===== config.mk =====
export PLATFORM = sky130hd
export DESIGN_NAME = arbitro_escrita_registradores_flat
export DESIGN_NICKNAME = d
export VERILOG_FILES = /design/src/rtl/arbitro_escrita_registradores_if.sv /design/src/rtl/arbitro_escrita_registradores.sv /design/src/flat_wrapper.sv
export SDC_FILE = /design/constraint.sdc
export NUM_CORES = 1
export LEC_CHECK = 0
export CAP_MARGIN = 25
export CELL_PAD_IN_SITES_DETAIL_PLACEMENT = 0
export CELL_PAD_IN_SITES_GLOBAL_PLACEMENT = 2
export CORE_UTILIZATION = 19
export CTS_CLUSTER_SIZE = 8
export DETAILED_ROUTE_END_ITERATION = 10
export PLACE_DENSITY_LB_ADDON = 0.12
export SLEW_MARGIN = 20
export SYNTH_ARGS = -nofsm -noshare
export SYNTH_HDL_FRONTEND = slang
export SYNTH_SLANG_ARGS = --single-unit

===== constraint.sdc =====
create_clock -name clk -period 1.6 [get_ports clk]
set_input_delay 0.32 -clock clk [delete_from_list [all_inputs] [get_ports clk]]
set_output_delay 0.32 -clock clk [all_outputs]
set_load 0.005 [all_outputs]

===== src/rtl/arbitro_escrita_registradores_if.sv =====
// Write-port bundle between the two writeback requesters and the arbiter,
// plus the registered write port that feeds the 32x32 register bank.
interface arbitro_escrita_registradores_if #(
    parameter int LARGURA_DADOS    = 32,
    parameter int LARGURA_ENDERECO = 5
);
    logic                        req_a_valido;
    logic [LARGURA_ENDERECO-1:0] req_a_registrador;
    logic [LARGURA_DADOS-1:0]    req_a_dados;
    logic                        req_a_pronto;

    logic                        req_b_valido;
    logic [LARGURA_ENDERECO-1:0] req_b_registrador;
    logic [LARGURA_DADOS-1:0]    req_b_dados;
    logic                        req_b_pronto;

    logic                        escrever_registrador;
    logic [LARGURA_ENDERECO-1:0] registrador_escrita;
    logic [LARGURA_DADOS-1:0]    dados_escrita;

    modport master (
        output req_a_valido, req_a_registrador, req_a_dados,
        output req_b_valido, req_b_registrador, req_b_dados,
        input  req_a_pronto, req_b_pronto,
        input  escrever_registrador, registrador_escrita, dados_escrita
    );

    modport slave (
        input  req_a_valido, req_a_registrador, req_a_dados,
        input  req_b_valido, req_b_registrador, req_b_dados,
        output req_a_pronto, req_b_pronto,
        output escrever_registrador, registrador_escrita, dados_escrita
    );
endinterface


===== src/rtl/arbitro_escrita_registradores.sv =====
// Round-robin arbiter sharing the register bank write port between the ALU (A)
// and load/multicycle (B) writeback paths, with a one-cycle registered output.
module arbitro_escrita_registradores #(
    parameter int LARGURA_DADOS    = 32,
    parameter int LARGURA_ENDERECO = 5
) (
    input  logic                        clk,
    input  logic                        reset,
    arbitro_escrita_registradores_if.slave bus,
    input  logic [LARGURA_ENDERECO-1:0] consulta_registrador,
    output logic                        consulta_pendente,
    output logic [7:0]                  contador_conflitos
);

    typedef enum logic {
        PRIO_A = 1'b0,
        PRIO_B = 1'b1
    } prioridade_t;

    prioridade_t                 r_prio;
    prioridade_t                 w_prio_next;
    logic                        w_pronto_a;
    logic                        w_pronto_b;
    logic                        w_conflito;
    logic [LARGURA_ENDERECO-1:0] w_sel_registrador;
    logic [LARGURA_DADOS-1:0]    w_sel_dados;

    logic                        r_escrever_p1;
    logic [LARGURA_ENDERECO-1:0] r_registrador_p1;
    logic [LARGURA_DADOS-1:0]    r_dados_p1;
    logic [7:0]                  r_conflitos;

    function automatic logic [7:0] incremento_saturado(input logic [7:0] valor);
        return (valor == 8'hFF) ? valor : valor + 8'd1;
    endfunction

    // Stage p0: grant decision and priority update, combinational from valids
    always_comb begin
        w_pronto_a  = 1'b0;
        w_pronto_b  = 1'b0;
        w_prio_next = r_prio;
        if (!reset) begin
            if (bus.req_a_valido && (!bus.req_b_valido || r_prio == PRIO_A)) begin
                w_pronto_a = 1'b1;
            end else if (bus.req_b_valido) begin
                w_pronto_b = 1'b1;
            end
        end
        if (w_pronto_a) begin
            w_prio_next = PRIO_B;
        end else if (w_pronto_b) begin
            w_prio_next = PRIO_A;
        end
    end

    always_comb begin
        w_sel_registrador = bus.req_b_registrador;
        w_sel_dados       = bus.req_b_dados;
        if (w_pronto_a) begin
            w_sel_registrador = bus.req_a_registrador;
            w_sel_dados       = bus.req_a_dados;
        end
    end

    assign w_conflito = bus.req_a_valido && bus.req_b_valido;

    always_ff @(posedge clk) begin
        if (reset) begin
            r_prio <= PRIO_A;
        end else begin
            r_prio <= w_prio_next;
        end
    end

    // Stage p1: registered write port; writes to x0 are accepted but never enabled
    always_ff @(posedge clk) begin
        if (reset) begin
            r_escrever_p1    <= 1'b0;
            r_registrador_p1 <= '0;
            r_dados_p1       <= '0;
        end else if (w_pronto_a || w_pronto_b) begin
            r_escrever_p1    <= (w_sel_registrador != '0);
            r_registrador_p1 <= w_sel_registrador;
            r_dados_p1       <= w_sel_dados;
        end else begin
            r_escrever_p1    <= 1'b0;
        end
    end

    always_ff @(posedge clk) begin
        if (reset) begin
            r_conflitos <= 8'd0;
        end else if (w_conflito) begin
            r_conflitos <= incremento_saturado(r_conflitos);
        end
    end

    assign bus.req_a_pronto         = w_pronto_a;
    assign bus.req_b_pronto         = w_pronto_b;
    assign bus.escrever_registrador = r_escrever_p1;
    assign bus.registrador_escrita  = r_registrador_p1;
    assign bus.dados_escrita        = r_dados_p1;

    assign consulta_pendente  = r_escrever_p1
                                && (r_registrador_p1 == consulta_registrador)
                                && (consulta_registrador != '0);
    assign contador_conflitos = r_conflitos;

endmodule


===== src/flat_wrapper.sv =====
// flat-port wrapper written by rule: the top's interface ports become plain ports
module arbitro_escrita_registradores_flat 
#(
    parameter int LARGURA_DADOS    = 32,
    parameter int LARGURA_ENDERECO = 5
)
  (clk, reset, consulta_registrador, consulta_pendente, contador_conflitos, bus_req_a_valido, bus_req_a_registrador, bus_req_a_dados, bus_req_b_valido, bus_req_b_registrador, bus_req_b_dados, bus_req_a_pronto, bus_req_b_pronto, bus_escrever_registrador, bus_registrador_escrita, bus_dados_escrita);
  arbitro_escrita_registradores_if #(.LARGURA_DADOS(LARGURA_DADOS), .LARGURA_ENDERECO(LARGURA_ENDERECO)) bus_i ();
  input  logic clk;
  input  logic reset;
  input  logic [LARGURA_ENDERECO-1:0] consulta_registrador;
  output logic consulta_pendente;
  output logic [7:0] contador_conflitos;
  input wire logic [$bits(bus_i.req_a_valido)-1:0] bus_req_a_valido;
  input wire logic [$bits(bus_i.req_a_registrador)-1:0] bus_req_a_registrador;
  input wire logic [$bits(bus_i.req_a_dados)-1:0] bus_req_a_dados;
  input wire logic [$bits(bus_i.req_b_valido)-1:0] bus_req_b_valido;
  input wire logic [$bits(bus_i.req_b_registrador)-1:0] bus_req_b_registrador;
  input wire logic [$bits(bus_i.req_b_dados)-1:0] bus_req_b_dados;
  output wire logic [$bits(bus_i.req_a_pronto)-1:0] bus_req_a_pronto;
  output wire logic [$bits(bus_i.req_b_pronto)-1:0] bus_req_b_pronto;
  output wire logic [$bits(bus_i.escrever_registrador)-1:0] bus_escrever_registrador;
  output wire logic [$bits(bus_i.registrador_escrita)-1:0] bus_registrador_escrita;
  output wire logic [$bits(bus_i.dados_escrita)-1:0] bus_dados_escrita;
  assign bus_i.req_a_valido = bus_req_a_valido;
  assign bus_i.req_a_registrador = bus_req_a_registrador;
  assign bus_i.req_a_dados = bus_req_a_dados;
  assign bus_i.req_b_valido = bus_req_b_valido;
  assign bus_i.req_b_registrador = bus_req_b_registrador;
  assign bus_i.req_b_dados = bus_req_b_dados;
  assign bus_req_a_pronto = bus_i.req_a_pronto;
  assign bus_req_b_pronto = bus_i.req_b_pronto;
  assign bus_escrever_registrador = bus_i.escrever_registrador;
  assign bus_registrador_escrita = bus_i.registrador_escrita;
  assign bus_dados_escrita = bus_i.dados_escrita;
  arbitro_escrita_registradores #(.LARGURA_DADOS(LARGURA_DADOS), .LARGURA_ENDERECO(LARGURA_ENDERECO)) u_core (.clk(clk), .reset(reset), .bus(bus_i), .consulta_registrador(consulta_registrador), .consulta_pendente(consulta_pendente), .contador_conflitos(contador_conflitos));
endmodule

==> metrics.txt <==
status=finished, violations left; failing checks=negative setup slack; f_max=611 MHz; Buf/Inv on CP=1; pin count of the biggest net entering global routing=48; grt total ovfl=0; Worst Max-Slew Pin Slew=0.331 ns; Pwr per Cell Area=723 nW/µm²; critical path depth in cells=5; hold buffer count at CTS=0; CTS tree=done; root buf cell=clkbuf_8; # placed instances=533; Area Overhead vs Synth=89.2%; Netlist cell types=32; peak supply drop=295 µV; #FFs+latches synth=47; first drt pass iteration count=4; Finish-stage setup viols=1; final worst setup slack=-0.0368 ns; chip width=107 µm; core area=10500 µm²; first-pass GRT wire length=11.7 mm; FP Rows=37; clock latency on the worst-skew pair=0.29 ns; Initial DRC Count=57; skew final=0.00318 ns; Ports=132; Leakage Power=0.00154 µW; hpwl dp=5.45 mm; min-delay worst type=register to register; largest stage delay on the critical path=0.36 ns; register area share after synthesis=0.452; post-route insts no fill=546; crit share post-route=1.02; die height=107 µm; Post-Syn Area=2080 µm²; fin. max-slew vios=0; GPL Wtd Cong=0.701; Tmin final=1.64 ns; layout cells sized above 1=0.159; via count=2412; TNS Setup=-0.0368 ns; Routed WL=7.95 mm; clock sinks=47; TritonCTS Buffers=5; fill count=1110; Reg clk slew, reported paths=0.09 ns; R2R depth=8; data required time at the worst endpoint=1.28 ns; sequential cell area=961 µm²; CP delay by family, top=simple AND/OR/NAND/NOR gates; antenna viol nets, final=0; WS Path Type=register to primary output; CTS max path bufs=2; max_cap viols=0; drt drc=0; Initial Util=0.199; CP max stage cell=dfxtp_2; Setup crit end kind=primary output; synthesized instance count=260; Slew HR=0.780; Post-synth EDFFs=0; ys flop type=dfxtp_1; crit-path max FO=4; gr usage total=0.131; Port Buffer Count=131; vias per std cell=4.42; area of the multi-input gates=1100 µm²; Hold Path Depth=2; syn nets=344; FFs w/ async S/R, synth=0; CP arrival=1.32 ns; Ant. Diodes=0; YS warnings=0; # H-tree levels=2; Avg Inst Size Synth=8.00 µm²; Post-layout nets=493; worst-path cell chain=xor2_1, nor3_1, nand3_1, nor2_1, buf_2; crit start category=register; final hold violations=0; die area=11400 µm²; vias in the first global route=2362; initial antenna violation count=0; Avg WL per Cell=14.6 µm; unrepaired setup endpoints after global routing=true
through the flow:
stage	setup WS, ns	cell area, µm²	total power, µW	hold slack, ns	util
after global placement	-0.458	3660	2030	0.471	0.350
after detailed placement	-0.491	3660	2030	0.469	0.350
after floorplan	0.190	2080	1540	0.458	-
after global routing	-0.0912	3930	3010	0.509	0.376
after CTS	-0.0525	3770	2860	0.493	0.361
final	-0.0368	3930	2850	0.489	0.376
layout by cell type (no fill, tap or decap), types with 3 or more instances in the layout:
master and instances:
o22ai_2 6, dfxtp_2 10, clkdlybuf4s50_1 117, dlygate4sd2_1 5
a311oi_2 3, dfxtp_1 35, xor2_1 4, a31oi_1 5
nand2_1 49, clkbuf_8 7, buf_4 23, dlymetal6s2s_1 5
a21oi_1 3, nor2_1 46, nand3_1 3, inv_1 3
a311oi_1 19, o22ai_1 9, or4_1 3, nor3_1 21
layout make-up:
| type | count | area share |
|---|---|---|
| repair buffers | 160 | 0.404 |
| multi-input cells | 192 | 0.280 |
| flip-flops and latches | 47 | 0.244 |
| clock buffers | 8 | 0.0254 |
| well taps | 136 | 0.0433 |
| inverters | 3 | 0.00286 |
cell usage after synthesis, types with 3 or more instances:
master	number	area (µm²)
o22ai_1	15	93.8
inv_1	3	11.3
buf_2	6	30.0
clkbuf_1	7	26.3
a311oi_1	22	193
or4_1	3	22.5
nand3_1	3	15.0
nor3_1	21	105
nor2_1	46	173
dfxtp_1	47	941
nand2_1	49	184
a31oi_1	5	31.3
a21oi_1	3	15.0
xor2_1	4	35.0
worst reg2reg max path: cells and delay by family, from the launching register on:
kind	cells	cell delay (ns)
and+or+nand+nor	3	0.26
DFF	1	0.33
AOI/OAI and AO/OA	1	0.23
buffers and inverters	4	0.63
layer usage:
metal / vias to the layer above / track usage / share of wire
met4: 0 / 0.0382 / 0.010
met3: 8 / 0.0280 / 0.050
met2: 64 / 0.236 / 0.50
met5: - / 0 / 0
li1: 1230 / - / -
met1: 1110 / 0.156 / 0.44
worst paths after layout:
| path | start | to | slack, ns |
|---|---|---|---|
| max | u_core.bus.registrador_escrita[2]$_SDFFE_PP0P_ | consulta_pendente | -0.04 |
| min | u_core.bus.dados_escrita[4]$_SDFFE_PP0P_ | u_core.bus.dados_escrita[4]$_SDFFE_PP0P_ | 0.49 |
| max reg2reg | u_core.r_prio$_SDFFE_PP0P_ | u_core.bus.dados_escrita[24]$_SDFFE_PP0P_ | 0.07 |
| min reg2reg | u_core.bus.dados_escrita[4]$_SDFFE_PP0P_ | u_core.bus.dados_escrita[4]$_SDFFE_PP0P_ | 0.49 |
power by group:
group,leakage [µW],switching (µW),internal [µW]
sequential,0.000393,52.1,1250
clock,0.0000515,408,395
combinational,0.00110,267,469
flip-flops by register name, summed over array words and instances, names as in the netlist:
register,cells
u_core.bus.registrador_escrita,5
u_core.contador_conflitos,8
u_core.r_prio,1
u_core.bus.escrever_registrador,1
u_core.bus.dados_escrita,32
what timing repair did:
| item | CTS | global route |
|---|---|---|
| cloned | 0 | 2 |
| buffers inserted | 1 | 2 |
| hold endpoints to repair | 0 | 0 |
| pin swaps | 4 | 6 |
| setup endpoints to repair | 20 | 29 |
| gates resized for setup | 24 | 24 |
logic make-up after synthesis:
| kind of cell | share of synthesized area |
|---|---|
| compound gates | 0.177 |
| xor+xnor | 0.0211 |
| fa+ha+maj | 0.00602 |
| buf+inv | 0.0523 |
| flops | 0.452 |
| mux | 0.00963 |
| simple gates | 0.282 |
No activity file was read; power rests on OpenSTA's default activity.
